### src/rtl/matrix_pkg.sv
// matrix_pkg: shared geometry, opcodes, bank word layout and sequencer state encoding
// for the 5x5 x 8-bit register bank command path.
package matrix_pkg;
    localparam int ROWS = 5;
    localparam int COLS = 5;
    localparam int DATA_W = 8;
    localparam int BANK_W = DATA_W + 6;
    localparam int COL_LSB = 0;
    localparam int ROW_LSB = 3;
    localparam int DATA_LSB = 6;
    localparam logic [2:0] ROW_MAX = 3'(ROWS - 1);
    localparam logic [2:0] COL_MAX = 3'(COLS - 1);
    localparam logic [1:0] OP_WRITE_CELL = 2'b00;
    localparam logic [1:0] OP_FILL_ROW = 2'b01;
    localparam logic [1:0] OP_FILL_ALL = 2'b10;
    localparam logic [1:0] OP_CLEAR = 2'b11;

    typedef enum logic [1:0] {
        S_IDLE = 2'd0,
        S_RUN = 2'd1,
        S_DONE = 2'd2
    } seqStateT;

    function automatic logic [BANK_W-1:0] packWord(
        input logic [DATA_W-1:0] data,
        input logic [2:0] row,
        input logic [2:0] col
    );
        logic [BANK_W-1:0] word;
        word = '0;
        word[DATA_LSB +: DATA_W] = data;
        word[ROW_LSB +: 3] = row;
        word[COL_LSB +: 3] = col;
        return word;
    endfunction
endpackage

### src/rtl/cell_index_counter.sv
// cell_index_counter: row/col walker for bank fills; col wraps into the next row
// unless the row is locked, and 'last' marks the terminal cell so the walk never overruns.
module cell_index_counter
    import matrix_pkg::*;
(
    input  logic       clk,
    input  logic       reset_n,
    input  logic       load,
    input  logic       step,
    input  logic       lockRow,
    input  logic [2:0] rowIn,
    input  logic [2:0] colIn,
    output logic [2:0] row,
    output logic [2:0] col,
    output logic       last
);
    logic rowLocked;

    assign last = (col == COL_MAX) && (rowLocked || row == ROW_MAX);

    always_ff @(posedge clk or negedge reset_n) begin
        if (!reset_n) begin
            row <= '0;
            col <= '0;
            rowLocked <= 1'b0;
        end else if (load) begin
            row <= rowIn;
            col <= colIn;
            rowLocked <= lockRow;
        end else if (step && !last) begin
            col <= (col == COL_MAX) ? 3'd0 : col + 3'd1;
            row <= (col == COL_MAX && !rowLocked) ? row + 3'd1 : row;
        end
    end
endmodule

### src/rtl/matrix_write_sequencer.sv
// matrix_write_sequencer: valid/ready command front-end sequencing writes and clears into
// the register bank; bank-side signals launch on negedge so the gated bank clock sees one clean pulse per write.
module matrix_write_sequencer
    import matrix_pkg::*;
(
    input  logic              clk,
    input  logic              reset_n,
    input  logic              cmd_valid,
    output logic              cmd_ready,
    input  logic [1:0]        cmd_op,
    input  logic [2:0]        cmd_row,
    input  logic [2:0]        cmd_col,
    input  logic [DATA_W-1:0] cmd_data,
    output logic [BANK_W-1:0] bank_data_in,
    output logic              bank_write,
    output logic              bank_clear,
    output logic              busy,
    output logic              done,
    output logic              err,
    input  logic              err_clr
);
    seqStateT state;
    logic [1:0] op;
    logic [DATA_W-1:0] data;
    logic [2:0] row, col;
    logic last, accept, badCmd, armed, singleOp;

    assign accept = cmd_valid && state == S_IDLE;
    assign badCmd = (cmd_op == OP_WRITE_CELL && (cmd_row > ROW_MAX || cmd_col > COL_MAX))
                 || (cmd_op == OP_FILL_ROW && cmd_row > ROW_MAX);
    assign armed = state == S_RUN;
    assign singleOp = op == OP_WRITE_CELL || op == OP_CLEAR;
    assign busy = !cmd_ready;

    cell_index_counter idx (
        .clk(clk),
        .reset_n(reset_n),
        .load(accept),
        .step(armed),
        .lockRow(cmd_op == OP_FILL_ROW),
        .rowIn(cmd_op == OP_FILL_ALL ? 3'd0 : cmd_row),
        .colIn(cmd_op == OP_WRITE_CELL ? cmd_col : 3'd0),
        .row(row),
        .col(col),
        .last(last)
    );

    // err_clr is applied first so a rejection on the same edge wins
    always_ff @(posedge clk or negedge reset_n) begin
        if (!reset_n) begin
            state <= S_IDLE;
            cmd_ready <= 1'b1;
            done <= 1'b0;
            err <= 1'b0;
            op <= OP_WRITE_CELL;
            data <= '0;
        end else begin
            done <= 1'b0;
            if (err_clr) err <= 1'b0;
            case (state)
                S_IDLE: if (cmd_valid) begin
                    cmd_ready <= 1'b0;
                    op <= cmd_op;
                    data <= cmd_data;
                    state <= badCmd ? S_DONE : S_RUN;
                    done <= badCmd;
                    if (badCmd) err <= 1'b1;
                end
                S_RUN: if (singleOp || last) begin
                    state <= S_DONE;
                    done <= 1'b1;
                end
                S_DONE: begin
                    state <= S_IDLE;
                    cmd_ready <= 1'b1;
                end
                default: state <= S_IDLE;
            endcase
        end
    end

    // strobe armed for the next posedge rises here and drops a half cycle after it
    always_ff @(negedge clk or negedge reset_n) begin
        if (!reset_n) begin
            bank_data_in <= '0;
            bank_write <= 1'b0;
            bank_clear <= 1'b0;
        end else begin
            bank_write <= armed && op != OP_CLEAR;
            bank_clear <= armed && op == OP_CLEAR;
            if (armed && op != OP_CLEAR) bank_data_in <= packWord(data, row, col);
        end
    end
endmodule
### config.mk
export PLATFORM = sky130hd
export DESIGN_NAME = matrix_write_sequencer
export DESIGN_NICKNAME = d
export VERILOG_FILES = /design/src/rtl/matrix_pkg.sv /design/src/rtl/cell_index_counter.sv /design/src/rtl/matrix_write_sequencer.sv
export SDC_FILE = /design/constraint.sdc
export NUM_CORES = 1
export LEC_CHECK = 0
export CORE_MARGIN = 5
export CORE_UTILIZATION = 42
export DETAILED_ROUTE_END_ITERATION = 8
export GPL_TIMING_DRIVEN = 1
export PLACE_DENSITY = 0.76
export REMOVE_ABC_BUFFERS = 1
export SLEW_MARGIN = 20
export SYNTH_ARGS = -nofsm -noshare
export SYNTH_HDL_FRONTEND = slang
export SYNTH_SLANG_ARGS = --single-unit
### constraint.sdc
create_clock -name clk -period 4.57 [get_ports clk]
set_input_delay 1.1425 -clock clk [delete_from_list [all_inputs] [get_ports clk]]
set_output_delay 1.1425 -clock clk [all_outputs]
set_load 0.005 [all_outputs]
==> results.yml, run 1 <==
worst_setup_path:
  crit_required_ns: 3.43
  cp_cell_sequence: "dlygate4sd2_1"
  end_kind: "output port"
  crit_cells: 1
  path_class: "register to output port"
  path_max_fanout: 2
  cpMaxStageDelayCell: "dfrtn_1"
  rr_worst_depth: 3
  crit_family: "flip-flops"
  slowest_delay_ns: 0.41
  startpoint_type: "register"
  path_buf_inv: 1
  arrival_ns: 3.22
timing:
  slew_viol_final: 0
  rsz0062_at_grt: "no"
  slew_headroom_pct: 41.8
  tightest_slew_ns: 0.872
  finalSetupTns_ns: 0
  finClkSkew_ns: 0.0167
  setup-violations-final: 0
  fin_ws_ns: 0.209
  report.final.hold_viol_count: 0
routing:
  drtPass1Iterations: 4
  wire_per_inst_um: 14.3
  drtIter0Drc: 60
  num_vias: 1242
  via_per_inst: 5.09
  drt-total-wl_mm: 3.49
  postRouteAntennaNets: 0
  drc_errors: 0
outcome:
  status: "completed"
cells_and_area:
  layout-drive-gt1-share_pct: 15.8
  synthToLayoutAreaGrowth_pct: 30.3
  antennaDiodeCount: 0
  fin_nets: 220
  stdcell_area_sq_um: 2160
logic_synthesis:
  synth_most_common_cell: "nand2_1"
  synth_top_flop_cell: "dfrtp_1"
  synth_seq_area_share_pct: 57.6
  synthSimpleGateAreaFrac_pct: 16.3
  synth_edf_count: 0
  syn_area_per_cell_sq_um: 11.0
  synth_top_family_by_area: "simple AND/OR/NAND/NOR gates"
  synth.distinct_cells: 35
  synthAdderAreaFrac_pct: 3.78
  synth.top_cell.area_share_pct: 31.8
  yosys-top-cells-count: "nand2_1, dfrtp_1, dfrtn_1"
  syn_area_sq_um: 1650
  synthCells: 150
  synth_area_leader_cell: "dfrtp_1"
  async_reset_ff_share_pct: 100
  synthXorXnorAreaFrac_pct: 1.06
  synth-compound-area-share_pct: 7.26
  yosys-top-cells-area: "dfrtp_1, dfrtn_1, mux2_2"
  synth_mux_area_share_pct: 10.2
  ys_seq_elements: 38
  synth_warnings: 0
pwr:
  power_w: 0.00130
  p_per_area_nw_per_um2: 604
  p_leak_nw: 1.06
  peakVddDrop_v: 0.000309
clock_network:
  cts_tree: "yes"
  clockBufferDepth: 2
  cts_setup_buffers: 0
  clk_pin_slew_worst_paths_ns: 0.05
  cts.htree.levels: 2
  root_buffer: "clkbuf_8"
  cts.sinks: 38
  cts_buffers: 5
  worstSkewPairLatency_ns: 0.29
place:
  place.gp.congestion: 0.816
  dp_hpwl_mm: 2.55
  portBuffers: 39
  place_ws_ns: 0.237
  place_area_sq_um: 2090
min_path:
  hold_path_class: "register to register"
  whs_path_depth: 1
global_routing:
  grt_pass1_vias: 1249
  grt_max_degree: 28
  grt_pass1_wl_mm: 5.75
  overflow: 0
  grt_use_total_pct: 14.3
  antenna_found_initial: 0
floorplan:
  coreArea_sq_um: 3740
  die_w_um: 72.8
  row_count: 22
  io_pins: 40
  start_util_pct: 44.2
  die_h_um: 72.8
  dieArea_sq_um: 5290
flow_run:
  maxCapViolCount: 0
-- metal layers --
layer | routed length (um) | global-route usage, % | up-vias
li1 | - | - | 589
met1 | 1480 | 17.3 | 610
met2 | 1750 | 24.0 | 41
met3 | 234 | 4.55 | 2
met4 | 27 | 4.71 | 0
met5 | 0 | 0 | -
-- cell families (layout without fill, tap and decap cells) --
logic type / count (synthesis) / in the layout
muxes: 15 / 15
adders and majority gates: 5 / 5
xor gates and xnor gates: 2 / 2
and+or+nand+nor: 60 / 60
DFF: 38 / 38
AOI/OAI and AO/OA: 17 / 17
buffers and inverters: 13 / 59
-- metrics by stage --
step,hold WS (ns),std cells,utilization [%]
floorplan,0.440,146,-
global placement,0.450,236,55.9
detailed placement,0.458,236,55.9
CTS,0.454,244,57.6
global route,0.466,244,57.6
finish,0.448,244,57.6
-- registers in the layout, summed over array words and instances (netlist names), 2 cells and up --
register      count
bank_data_in     14
data              8
idx.col           3
idx.row           3
state             2
op                2
-- cell usage in the layout, fill, tap and decap left out --
cell type	synthesis	final
mux2_2	15	15
clkbuf_8	0	5
clkbuf_1	0	1
clkinv_2	0	2
clkdlybuf4s50_1	0	22
nand3_1	6	6
o22ai_1	2	2
dfrtp_1	21	21
o311ai_0	1	1
a221o_1	1	1
and2_0	1	1
a22o_1	1	1
nor2_1	5	5
and2_1	2	2
or3b_1	1	1
and2b_1	1	1
nor3_1	1	1
o2bb2ai_1	1	1
o211ai_1	1	1
ha_1	5	5
dfrtn_1	16	16
xnor2_1	2	2
dlygate4sd2_1	0	16
a21oi_2	1	1
o21ai_0	4	4
nor2_4	1	1
and3_2	1	1
dfstp_2	1	1
o32ai_1	1	1
nand2_1	39	39
a21oi_1	2	2
buf_2	1	1
inv_1	9	9
buf_4	1	3
and2b_4	1	1
o31ai_1	1	1
nand4_1	1	1
o221ai_1	1	1
-- power by group --
group	switching, W	internal, W	leakage, nW
combinational	0.000239	0.000267	0.531
clock	0.000109	0.000106	0.0450
sequential	0.0000913	0.000491	0.479
total	0.000439	0.000864	1.06
-- area by class of cell --
cell class / count / area, sq um
clock buffers: 6 / 72.6
clock inverters: 2 / 10.0
fillers: 354 / 1590
inverters: 9 / 33.8
multi-input cells: 99 / 639
flip-flops and latches: 38 / 952
well taps: 48 / 60.1
repair buffers: 42 / 388
-- final timing paths --
path / startpoint / slack (ns) / to
min in group asynchronous: reset_n / 0.87 / idx.row[1]
hold reg to reg: bank_data_in[3] / 0.45 / bank_data_in[3]
hold / removal: bank_data_in[3] / 0.45 / bank_data_in[3]
setup reg to reg: op[0] / 0.67 / bank_data_in[5]
max in group asynchronous: reset_n / 1.10 / bank_data_in[10]
setup / recovery: bank_data_in[13] / 0.21 / bank_data_in[13]
-- what timing repair did --
action | 4_1_cts | 5_1_grt
gates resized for setup | 16 | 0
setup endpoints to repair | 16 | 0
hold buffers | 0 | 0
No activity file was read; power rests on OpenSTA's default activity.
==> run 2: changes to the inputs <==
--- a/config.mk
+++ b/config.mk
@@ -5,13 +5,15 @@
 export SDC_FILE = /design/constraint.sdc
 export NUM_CORES = 1
 export LEC_CHECK = 0
+export CAP_MARGIN = 30
 export CORE_MARGIN = 5
 export CORE_UTILIZATION = 42
 export DETAILED_ROUTE_END_ITERATION = 8
 export GPL_TIMING_DRIVEN = 1
-export PLACE_DENSITY = 0.76
+export PLACE_DENSITY = 0.75
 export REMOVE_ABC_BUFFERS = 1
 export SLEW_MARGIN = 20
 export SYNTH_ARGS = -nofsm -noshare
 export SYNTH_HDL_FRONTEND = slang
+export SYNTH_HIERARCHICAL = 1
 export SYNTH_SLANG_ARGS = --single-unit
==> constraint.sdc (replaced) <==
create_clock -name clk -period 4.55 [get_ports clk]
set_input_delay 1.1375 -clock clk [delete_from_list [all_inputs] [get_ports clk]]
set_output_delay 1.1375 -clock clk [all_outputs]
set_load 0.005 [all_outputs]
==> results.yml, run 2 <==
pwr:
  p_leak_nw: 1.05
  p_int_w: 0.00100
  clock_power_share_pct: 16.2
  combinationalPowerShare_pct: 42.8
  p_per_area_nw_per_um2: 648
  peakVddDrop_v: 0.000212
  p_sw_w: 0.000489
  p_sw_share_pct: 32.8
  seqPwrFrac_pct: 41.0
cells_and_area:
  fin_nets: 209
  antennaDiodeCount: 0
  final_cell_mix: "clkdlybuf4s50_1, dfrtp_1, mux2_2, dfrtn_1, dlygate4sd2_1"
  nFillCells: 324
  synthToLayoutAreaGrowth_pct: 28.5
  largest_registers: "bank_data_in (14), data (8)"
  largest_reg_flops: 14
  regMostFlops: "bank_data_in"
  layout-drive-gt1-share_pct: 26.5
  layout_commonest_cell: "clkdlybuf4s50_1"
timing:
  rsz0062_at_grt: "no"
  slew_viol_final: 0
  hold_slack_ns: 0.447
  tightest_slew_ns: 0.675
  slew_headroom_pct: 55.0
  finClkSkew_ns: 0.00859
  fin_ws_ns: 0.158
  finalSetupTns_ns: 0
  report.final.hold_viol_count: 0
  setup-violations-final: 0
place:
  place.gp.congestion: 0.800
  dp_hpwl_mm: 2.77
  place_ws_ns: 0.206
  portBuffers: 39
global_routing:
  overflow: 0
  grt_use_total_pct: 14.9
  grt_pass1_vias: 1298
  grt_max_degree: 31
  grt_pass1_wl_mm: 6.28
  antenna_found_initial: 0
worst_setup_path:
  timing.rr.end: "bank_data_in[7]"
  cpMaxStageDelayCell: "dfrtn_1"
  startpoint_type: "register"
  arrival_ns: 3.25
  crit_family: "flip-flops"
  crit_cells: 1
  path_class: "register to output port"
  slowest_delay_ns: 0.43
  rr_worst_depth: 3
  rrSetupSlack_ns: 0.49
  path_max_fanout: 2
  crit_required_ns: 3.41
  end_kind: "output port"
  path_buf_inv: 1
  cp_cell_sequence: "dlygate4sd2_1"
  r2r_start: "state[1]"
min_path:
  hold_path_class: "register to register"
  whs_path_depth: 1
  hold_path_startpoint: "bank_data_in[6]"
  hold_end: "bank_data_in[6]"
flow_run:
  maxCapViolCount: 0
logic_synthesis:
  synth.distinct_cells: 38
  syn_area_sq_um: 1790
  synth_most_common_cell: "dfrtp_1"
  yosys-top-cells-count: "dfrtp_1, dfrtn_1, mux2_2"
  synth_top_flop_cell: "dfrtp_1"
  synth_edf_count: 0
  yosys-top-cells-area: "dfrtp_1, dfrtn_1, mux2_2"
  synthCells: 137
  async_reset_ff_share_pct: 100
  synth.top_cell.area_share_pct: 29.3
  synth_seq_area_share_pct: 53.1
  ys_seq_elements: 38
  synth_area_leader_cell: "dfrtp_1"
  syn_area_per_cell_sq_um: 13.1
  synth_warnings: 6
clock_network:
  cts.htree.levels: 2
  cts_hold_buf: 0
  root_buffer: "clkbuf_8"
  cts_buffers: 5
  cts_tree: "yes"
  cts.sinks: 38
  clk_pin_slew_worst_paths_ns: 0.05
  worstSkewPairLatency_ns: 0.29
  clockBufferDepth: 2
floorplan:
  start_util_pct: 44.2
  die_w_um: 75.3
  io_pins: 40
  coreArea_sq_um: 4060
  dieArea_sq_um: 5670
  row_count: 23
  die_h_um: 75.3
routing:
  drtPass1Iterations: 4
  postRouteAntennaNets: 0
  drtIter0Drc: 43
  num_vias: 1250
  drt-total-wl_mm: 3.74
  via_per_inst: 5.32
  wire_per_inst_um: 15.9
  drc_errors: 0
outcome:
  status: "completed"
-- run 2: changes by cell type after synthesis, sizes merged, moves of 3 or more --
cell,change
nand2,-35
mux2,+10
nand2b,+4
a31oi,+3
nand3,-3
nor2b,+3
nor3b,+3
-- run 2: per-layer routing --
layer | vias up | share of wire [%] | GRT usage (%)
met2 | 44 | 51 | 24.2
met1 | 612 | 40 | 17.9
met3 | 13 | 5.1 | 3.17
li1 | 581 | - | -
met4 | 0 | 3.4 | 9.71
met5 | - | 0 | 0
-- run 2: how the worst max path moves through the flow --
stage / start / to / slack (ns)
3_5_place_dp: bank_data_in[13] / bank_data_in[13] / 0.21
5_1_grt: bank_data_in[11] / bank_data_in[11] / 0.13
6_report: bank_data_in[13] / bank_data_in[13] / 0.16
2_1_floorplan: state[1] / bank_data_in[3] / 0.73
4_1_cts: bank_data_in[13] / bank_data_in[13] / 0.14
3_3_place_gp: bank_data_in[5] / bank_data_in[5] / 0.23
-- run 2: final cells by class --
type	count	area (sq um)	area share (%)
clock buffers	6	82.6	3.59
clock inverters	2	12.5	0.543
inverters	11	41.3	1.79
multi-input cells	85	756	32.8
flip-flops and latches	38	952	41.4
well taps	50	62.6	2.72
repair buffers	43	395	17.2
-- run 2: cells by family (layout without fill, tap and decap cells) --
logic type	count (synthesis)	after routing	synth area share, %
fa+ha+maj	5	5	3.49
buf+inv	14	62	4.68
flops	38	38	53.1
compound gates	22	22	9.29
mux	25	25	17.6
simple gates	33	33	11.8
-- run 2: stage by stage --
step	std cells	total power [W]	cell area (sq um)	util (%)
2_1_floorplan	134	0.00100	1750	-
3_3_place_gp	225	0.00125	2210	54.5
3_5_place_dp	225	0.00129	2210	54.5
4_1_cts	235	0.00150	2300	56.7
5_1_grt	235	0.00159	2300	56.7
6_report	235	0.00149	2300	56.7
-- run 2: timing repair --
item	in CTS	in global routing
setup buffers	2	0
setup endpoints to repair	16	0
gates resized for setup	16	0
-- run 2: power groups by stage --
stage / registers (W) / logic [W] / clock network, W
CTS: 0.000612 / 0.000645 / 0.000248
detailed placement: 0.000620 / 0.000674 / 0
finish: 0.000611 / 0.000638 / 0.000242
global route: 0.000634 / 0.000695 / 0.000265
floorplan: 0.000601 / 0.000401 / 0
global placement: 0.000603 / 0.000648 / 0
